## src/rtl/rx_chain_fifo.sv

```systemverilog
// Synchronous FIFO with a registered head word; dout never depends combinationally on pop.
module rx_chain_fifo #(
  parameter int WIDTH = 64,
  parameter int DEPTH = 16
) (
  input  logic             clk,
  input  logic             rst,
  input  logic             clr,
  input  logic             push,
  input  logic [WIDTH-1:0] din,
  input  logic             pop,
  output logic [WIDTH-1:0] dout,
  output logic             full,
  output logic             empty
);

  localparam int AW = $clog2(DEPTH);

  logic [WIDTH-1:0] mem [DEPTH];
  logic [AW-1:0]    wr_ptr;
  logic [AW-1:0]    rd_ptr;
  logic [AW-1:0]    rd_next;
  logic [AW:0]      count;
  logic             wr_en;
  logic             rd_en;

  assign full    = (count == (AW+1)'(DEPTH));
  assign empty   = (count == '0);
  assign rd_en   = pop && !empty;
  // A push into a full FIFO still lands when the head leaves in the same cycle.
  assign wr_en   = push && (!full || rd_en);
  assign rd_next = rd_ptr + AW'(rd_en);

  always_ff @(posedge clk) begin
    if (wr_en && !clr) begin
      mem[wr_ptr] <= din;
    end
  end

  always_ff @(posedge clk or posedge rst) begin
    if (rst) begin
      wr_ptr <= '0;
      rd_ptr <= '0;
      count  <= '0;
      dout   <= '0;
    end else if (clr) begin
      wr_ptr <= '0;
      rd_ptr <= '0;
      count  <= '0;
      dout   <= '0;
    end else begin
      if (wr_en) begin
        wr_ptr <= wr_ptr + AW'(1);
      end
      rd_ptr <= rd_next;
      count  <= count + (AW+1)'(wr_en) - (AW+1)'(rd_en);
      // Next head is either the word being written into the head slot or the stored successor.
      if (wr_en && (wr_ptr == rd_next)) begin
        dout <= din;
      end else if (rd_en) begin
        dout <= mem[rd_next];
      end
    end
  end

endmodule

```

## config.mk

```make
export PLATFORM = sky130hd
export DESIGN_NAME = rx_chain_fifo
export DESIGN_NICKNAME = d
export VERILOG_FILES = /design/src/rtl/rx_chain_fifo.sv
export SDC_FILE = /design/constraint.sdc
export NUM_CORES = 1
export LEC_CHECK = 0
export BUFFER_PORTS_ARGS = -buffer_cell sky130_fd_sc_hd__buf_2
export CORE_UTILIZATION = 48
export CTS_BUF_LIST = sky130_fd_sc_hd__clkbuf_8
export DETAILED_ROUTE_END_ITERATION = 8
export PLACE_DENSITY = 0.7
export SYNTH_ARGS = -nofsm -noshare
export SYNTH_HDL_FRONTEND = slang
export SYNTH_SLANG_ARGS = --single-unit
```

## constraint.sdc

```tcl
create_clock -name clk -period 13.17 [get_ports clk]
set_clock_uncertainty 0.05 [all_clocks]
set_input_delay 1.317 -clock clk [delete_from_list [all_inputs] [get_ports clk]]
set_output_delay 1.317 -clock clk [all_outputs]
set_load 0.01 [all_outputs]
```

==> results of run 1 <==
## tightest hold or removal path: stages, from the launching register on
cell     delay, ps
dfrtp_1        450
nand2_1         90
a21oi_1         50
## through the flow
step           hold WS (ps)  utilization  std cells  cell area [µm²]
2_1_floorplan         527.8            -       2380            42890
3_5_place_dp          571.1       0.5056       3565            44680
6_report              581.2       0.5410       3867            47810
5_1_grt               569.1       0.5409       3863            47800
3_3_place_gp          560.9       0.5056       3565            44680
4_1_cts               540.6       0.5409       3861            47800
## layout make-up
class                   count  area [µm²]  area share
diodes                      6       15.01   0.0003140
clock buffers             180        2477     0.05181
clock inverters           116       643.1     0.01345
inverters                   8       32.53   0.0006804
multi-input cells        1113        9497      0.1986
flip-flops and latches   1101       32680      0.6834
well taps                1165        1458     0.03049
repair buffers            178        1016     0.02125
## kinds of logic after synthesis
| family | after synthesis | synth area share |
|---|---|---|
| and+or+nand+nor | 184 | 0.01966 |
| DFF | 1101 | 0.7619 |
| adders and majority gates | 12 | 0.003676 |
| AOI/OAI and AO/OA | 392 | 0.07200 |
| muxes | 512 | 0.1195 |
| xor gates and xnor gates | 13 | 0.003180 |
| buffers and inverters | 166 | 0.02004 |
## sequential cells by signal, summed over array words and instances, names as in the netlist
name,flops
mem,1024
dout,64
wr_ptr,4
count,5
rd_ptr,4
## cells in the mapped netlist (all sizes together)
| cell type | n | area share |
|---|---|---|
| dfrtp | 77 | 0.045 |
| nand2b | 3 | 0.00050 |
| and2 | 2 | 0.00035 |
| nor4b | 1 | 0.00035 |
| a21oi | 4 | 0.00047 |
| nor3 | 4 | 0.00047 |
| inv | 8 | 0.00070 |
| o21ai | 2 | 0.00023 |
| xor2 | 7 | 0.0016 |
| mux2i | 512 | 0.12 |
| a311oi | 64 | 0.013 |
| nand4bb | 1 | 0.00026 |
| nor2b | 4 | 0.00058 |
| ha | 11 | 0.0032 |
| buf | 133 | 0.017 |
| a32oi | 64 | 0.013 |
| a22oi | 256 | 0.045 |
| nand3 | 65 | 0.0076 |
| nor2 | 90 | 0.0081 |
| and3b | 1 | 0.00020 |
| nand4 | 2 | 0.00029 |
| o21a | 1 | 0.00018 |
| or2 | 1 | 0.00015 |
| clkbuf | 25 | 0.0023 |
| edfxtp | 1024 | 0.72 |
| fa | 1 | 0.00047 |
| a21o | 1 | 0.00018 |
| xor3 | 1 | 0.00055 |
| nand2 | 10 | 0.00088 |
| xnor2 | 5 | 0.0010 |
## report_power, final
part	internal (mW)	switching [mW]	total (mW)
combinational	1.21	1.72	2.93
sequential	3.97	0.113	4.08
clock	1.37	1.25	2.62
total	6.55	3.08	9.62
## worst max-delay path by stage
stage	slack, ps	to	from	cells past startpoint
2_1_floorplan	6430	mem[0][0]$_DFFE_PP_	pop	4
6_report	6710	dout[41]$_DFFE_PP0P_	count[2]$_DFF_PP0_	13
4_1_cts	6730	dout[41]$_DFFE_PP0P_	count[2]$_DFF_PP0_	13
3_3_place_gp	6630	dout[32]$_DFFE_PP0P_	pop	11
3_5_place_dp	6350	dout[41]$_DFFE_PP0P_	pop	11
5_1_grt	6360	dout[41]$_DFFE_PP0P_	count[2]$_DFF_PP0_	13
## per-layer routing
layer / global-route usage / part of all wire / up-vias
li1: - / - / 10090
met4: 0.07119 / 0.020 / 12
met1: 0.3058 / 0.41 / 12010
met3: 0.05317 / 0.085 / 174
met5: 0 / 0.00076 / -
met2: 0.3678 / 0.49 / 1014
==> out/metrics.csv, run 1 <==
stage,metric,value,unit
route,WL/cell,26.76,µm
pwr,Lkg Pwr,16.67,nW
route,Vias per Instance,6.025,
clocking,CTS sink cnt,1101,
clocking,clock-pin slew on the worst setup and hold paths,60,ps
critical_path,worst path bufs/invs,5,
critical_path,Most Frequent Cell on Critical Path,buf_4,
timing,slew at the pin with the worst max-slew slack,1169,ps
grt,first-pass GRT wire length,149.9,mm
placement,routability cong.,0.7465,
run_status,result of the run,"finished, final reports clean",
floorplan,area of the core,0.08837,mm²
route,router iterations before antenna repair,7,
floorplan,IO Pins,135,
timing,Tmin final,6456,ps
critical_path,Startpoint Class,register,
finish,"commonest non-fill, non-tap cell in the layout",edfxtp_1,
timing,Setup WS post-layout,6714,ps
critical_path,Crit-path slowest cell,buf_4,
finish,fillcell total,6789,
timing,"Setup violations, final",0,
pwr,cell area power density,201.3,mW/mm²
critical_path,"Largest delay share family, worst path",buffers and inverters,
synthesis,Synth warnings,0,
pwr,Max IR drop VDD,195.3,µV
synthesis,Cell variety after synth,38,
route,# DRC,0,
synthesis,Mapped Avg Cell Area,18.02,µm²
critical_path,R2R depth,13,
timing,RSZ-0062 raised after global routing,false,
clocking,H-tree lvl count,4,
finish,share of layout cells above drive strength 1,0.1550,
critical_path,CP endpoint kind,register,
clocking,CTS Root Cell,clkbuf_8,
timing,relative max-transition margin,0.2209,
timing,endpoints failing hold,0,
critical_path,Setup Crit Path Kind,reg2reg,
synthesis,post-synthesis net count,2461,
synthesis,mapped cell area,0.04289,mm²
synthesis,Mapped Cells,2380,
critical_path,CP Cell Sequence,"inv_1, ha_1, nor4b_2, nand2b_4, inv_1, ha_4, buf_4, buf_4, buf_4, mux2i_1, a22oi_1, a32oi_1, a311oi_1",
clocking,worst skew pair latency,800,ps
floorplan,Die Width,300.9,µm
floorplan,die height,300.9,µm
grt,vias in the first global route,23430,
placement,hpwl dp,49.41,mm
grt,largest net degree at the start of global routing,129,
pwr,power consumption,9.623,mW
finish,"commonest cells after routing, fill and taps aside","edfxtp_1, mux2i_1, a22oi_1",
floorplan,die area,0.09055,mm²
grt,antenna violations before repair,14,
critical_path,reg-to-reg critical path startpoint,count[2]$_DFF_PP0_,
min_path,min-delay worst type,reg2reg,
finish,area grow syn2layout,11.49,%
placement,pre-CTS setup slack,6350,ps
critical_path,r2r setup slk,6710,ps
critical_path,Critical Path Fanout Max,67,
flow_run,max_cap viols,0,
route,Iter 0 DRT Violations,2507,
critical_path,CP Data Arrival Time,7070,ps
synthesis,"FF+latch count, synth",1101,
min_path,hold path endpoint,wr_ptr[0]$_DFFE_PP0P_,
floorplan,starting density of the core,0.4853,
timing,fin crit share,0.4902,
grt,overall routing resource usage,0.2274,
timing,Max Slew Vio Count,0,
clocking,CTS max path bufs,3,
synthesis,sequential element share of the synthesized area,0.7619,
clocking,clock buffer count from CTS,162,
critical_path,Crit path required time,13790,ps
min_path,WHS Path Cells,2,
floorplan,Rows,109,
placement,IO Port Bufs,134,
clocking,CTS tree,done,
critical_path,RR Endpoint,dout[41]$_DFFE_PP0P_,
critical_path,CP max stage delay,1000,ps
clocking,post_cts resized,0,
route,vias,23300,
timing,Fmax,154.9,MHz
grt,grt ovf,0,
route,Detailed Route WL,103.5,mm
min_path,hold_sp,wr_ptr[0]$_DFFE_PP0P_,
timing,TNS Setup,0,ps
route,Antenna Nets Post-Route,0,
finish,Final nets,2645,
clocking,hold_buf cts,0,
clocking,# Post-CTS Setup Buffers,0,
Power figures use the tool's default switching activity.
==> inputs of run 2 (changes only) <==
--- a/config.mk
+++ b/config.mk
@@ -9,7 +9,7 @@
 export CORE_UTILIZATION = 48
 export CTS_BUF_LIST = sky130_fd_sc_hd__clkbuf_8
 export DETAILED_ROUTE_END_ITERATION = 8
-export PLACE_DENSITY = 0.7
+export PLACE_DENSITY = 0.73
 export SYNTH_ARGS = -nofsm -noshare
 export SYNTH_HDL_FRONTEND = slang
 export SYNTH_SLANG_ARGS = --single-unit
==> constraint.sdc (replaced) <==
create_clock -name clk -period 5.39 [get_ports clk]
set_clock_uncertainty 0.05 [all_clocks]
set_input_delay 0.539 -clock clk [delete_from_list [all_inputs] [get_ports clk]]
set_output_delay 0.539 -clock clk [all_outputs]
set_load 0.01 [all_outputs]
==> out/metrics.csv, run 2 (same netlist as run 1, synthesis figures left out) <==
stage,metric,value,unit,change
run_status,result of the run,"finished, final reports clean",,
clocking,CTS max path bufs,3,,unchanged
placement,hpwl dp,48.68,mm,-1.5%
timing,"Setup violations, final",0,,unchanged
clocking,worst skew pair latency,830,ps,+30 ps
clocking,hold_buf cts,41,,+41
floorplan,die area,0.09055,mm²,unchanged
floorplan,area of the core,0.08837,mm²,unchanged
route,Detailed Route WL,100.7,mm,-2.7%
grt,vias in the first global route,23730,,+1.3%
timing,Tmin final,4701,ps,-1754 ps
finish,Layout Utilization,0.5477,,+0.006682
route,# DRC,0,,unchanged
timing,slew at the pin with the worst max-slew slack,1218,ps,+49.53 ps
critical_path,Setup Crit Path Kind,reg2reg,,
finish,Final nets,2686,,+1.6%
clocking,post_cts resized,0,,unchanged
critical_path,CP max stage delay,750,ps,-250 ps
pwr,Max IR drop VDD,811.4,µV,+320%
timing,Hold WS,59.56,ps,-521.6 ps
critical_path,Worst Setup SP,count[2]$_DFF_PP0_,,
floorplan,Die Width,300.9,µm,unchanged
clocking,H-tree lvl count,4,,unchanged
clocking,CTS sink cnt,1101,,unchanged
clocking,CTS tree,done,,
clocking,clock-pin slew on the worst setup and hold paths,60,ps,about the same
critical_path,r2r setup slk,690,ps,-6030 ps
pwr,Lkg Pwr,16.90,nW,+1.4%
critical_path,Crit path required time,6040,ps,-7750 ps
route,DRT met1 WL,40.80,mm,-3.2%
placement,Placement Cell Area,0.04494,mm²,+0.58%
finish,Largest Register,mem,,
grt,overall routing resource usage,0.2208,,-0.006571
route,WL met2,49.27,mm,-2.1%
route,met3 WL,8.344,mm,-5.6%
critical_path,Critical Path Fanout Max,56,,-16%
timing,Max Slew Vio Count,0,,unchanged
placement,routability cong.,0.7383,,-1.1%
critical_path,Worst Setup EP,dout[54]$_DFFE_PP0P_,,
finish,max reg flops,1024,,unchanged
critical_path,CP Data Arrival Time,5350,ps,-1720 ps
critical_path,Startpoint Class,register,,
min_path,WHS Path Cells,1,,-1
floorplan,IO Pins,135,,unchanged
finish,largest registers,"mem x1024, dout x64, count x5",,
finish,"commonest cells after routing, fill and taps aside","edfxtp_1, mux2i_1, a22oi_1",,
timing,endpoints failing hold,0,,unchanged
placement,Cell Count Post-Placement,3566,,+0.028%
clocking,clock buffer count from CTS,161,,-0.62%
route,WL/cell,25.75,µm,-3.8%
timing,Fmax,212.7,MHz,+37%
placement,IO Port Bufs,134,,unchanged
critical_path,Crit-path slowest cell,ha_4,,
grt,antenna violations before repair,9,,-5
floorplan,starting density of the core,0.4853,,unchanged
timing,relative max-transition margin,0.1859,,-0.03495
min_path,min-delay worst type,in2reg,,
timing,RSZ-0062 raised after global routing,false,,
timing,TNS Setup,0,ps,unchanged
pwr,cell area power density,484.3,mW/mm²,+140%
grt,largest net degree at the start of global routing,137,,+6.2%
finish,area grow syn2layout,12.87,%,
timing,fin crit share,0.8722,,+0.3821
route,router iterations before antenna repair,7,,unchanged
placement,pre-CTS setup slack,785.6,ps,-5565 ps
route,Vias per Instance,6.000,,-0.42%
pwr,power consumption,23.44,mW,+140%
clocking,CTS Root Cell,clkbuf_8,,
critical_path,RR Endpoint,dout[54]$_DFFE_PP0P_,,
route,max layer used,met5,,
grt,grt ovf,0,,unchanged
critical_path,reg-to-reg critical path startpoint,count[2]$_DFF_PP0_,,
flow_run,max_cap viols,0,,unchanged
grt,first-pass GRT wire length,147.3,mm,-1.8%
floorplan,Rows,109,,unchanged
critical_path,CP endpoint kind,register,,
finish,"commonest non-fill, non-tap cell in the layout",edfxtp_1,,
critical_path,CP Cell Sequence,"inv_1, ha_1, nor4b_2, nand2b_4, inv_1, ha_4, xor2_1, nor2_1, nand4_1, buf_4, buf_4, nor2_1, a311oi_1",,
route,vias,23460,,+0.69%
route,Iter 0 DRT Violations,2417,,-3.6%
critical_path,R2R depth,13,,unchanged
finish,fin area,0.04841,mm²,+1.2%
finish,fin cells,3910,,+1.1%
clocking,# Post-CTS Setup Buffers,0,,unchanged
route,Antenna Nets Post-Route,0,,unchanged
floorplan,die height,300.9,µm,unchanged
finish,share of layout cells above drive strength 1,0.1517,,-0.003386
timing,Setup WS post-layout,688.6,ps,-6026 ps
==> run 2: routing by layer <==
| layer | global-route usage | vias up |
|---|---|---|
| met3 | 0.04690 | 182 |
| met4 | 0.07409 | 10 |
| met5 | 0 | - |
| met1 | 0.2946 | 12020 |
| met2 | 0.3610 | 1091 |
| li1 | - | 10150 |
==> run 2: area by class of cell <==
type                            count  area (µm²)
Inverter                            8       32.53
Fill cell                        6707       39970
Clock inverter                    121       575.6
Timing Repair Buffer              220        1659
Multi-Input combinational cell   1113        9522
Sequential cell                  1101       32680
Clock buffer                      180        2477
Antenna cell                        2       5.005
Tap cell                         1165        1458
==> run 2: how the worst min path moves through the flow <==
stage | from | endpoint | slack [ps]
5_1_grt | din[51] | mem[5][51]$_DFFE_PP_ | 30
3_5_place_dp | rd_ptr[3]$_DFF_PP0_ | rd_ptr[3]$_DFF_PP0_ | 580
3_3_place_gp | wr_ptr[0]$_DFFE_PP0P_ | wr_ptr[0]$_DFFE_PP0P_ | 560
6_report | din[46] | mem[11][46]$_DFFE_PP_ | 60
2_1_floorplan | wr_ptr[0]$_DFFE_PP0P_ | wr_ptr[0]$_DFFE_PP0P_ | 530
4_1_cts | din[52] | mem[15][52]$_DFFE_PP_ | 0.1
==> run 2: worst max-delay path: cells and delay by family, from the launching register on <==
family / cells / cell delay, ps
XOR/XNOR: 1 / 200
adder cells (fa/ha/maj): 2 / 930
AND/OR/NAND/NOR: 5 / 1210
buffers and inverters: 4 / 1390
AO/OA/AOI/OAI: 1 / 320
flip-flops: 1 / 400
==> run 2: power breakdown <==
group	switching (mW)	total [mW]	internal, mW
Clock	3.08	6.25	3.17
Combinational	4.19	7.21	3.02
Sequential	0.294	9.99	9.69
Total	7.56	23.4	15.9
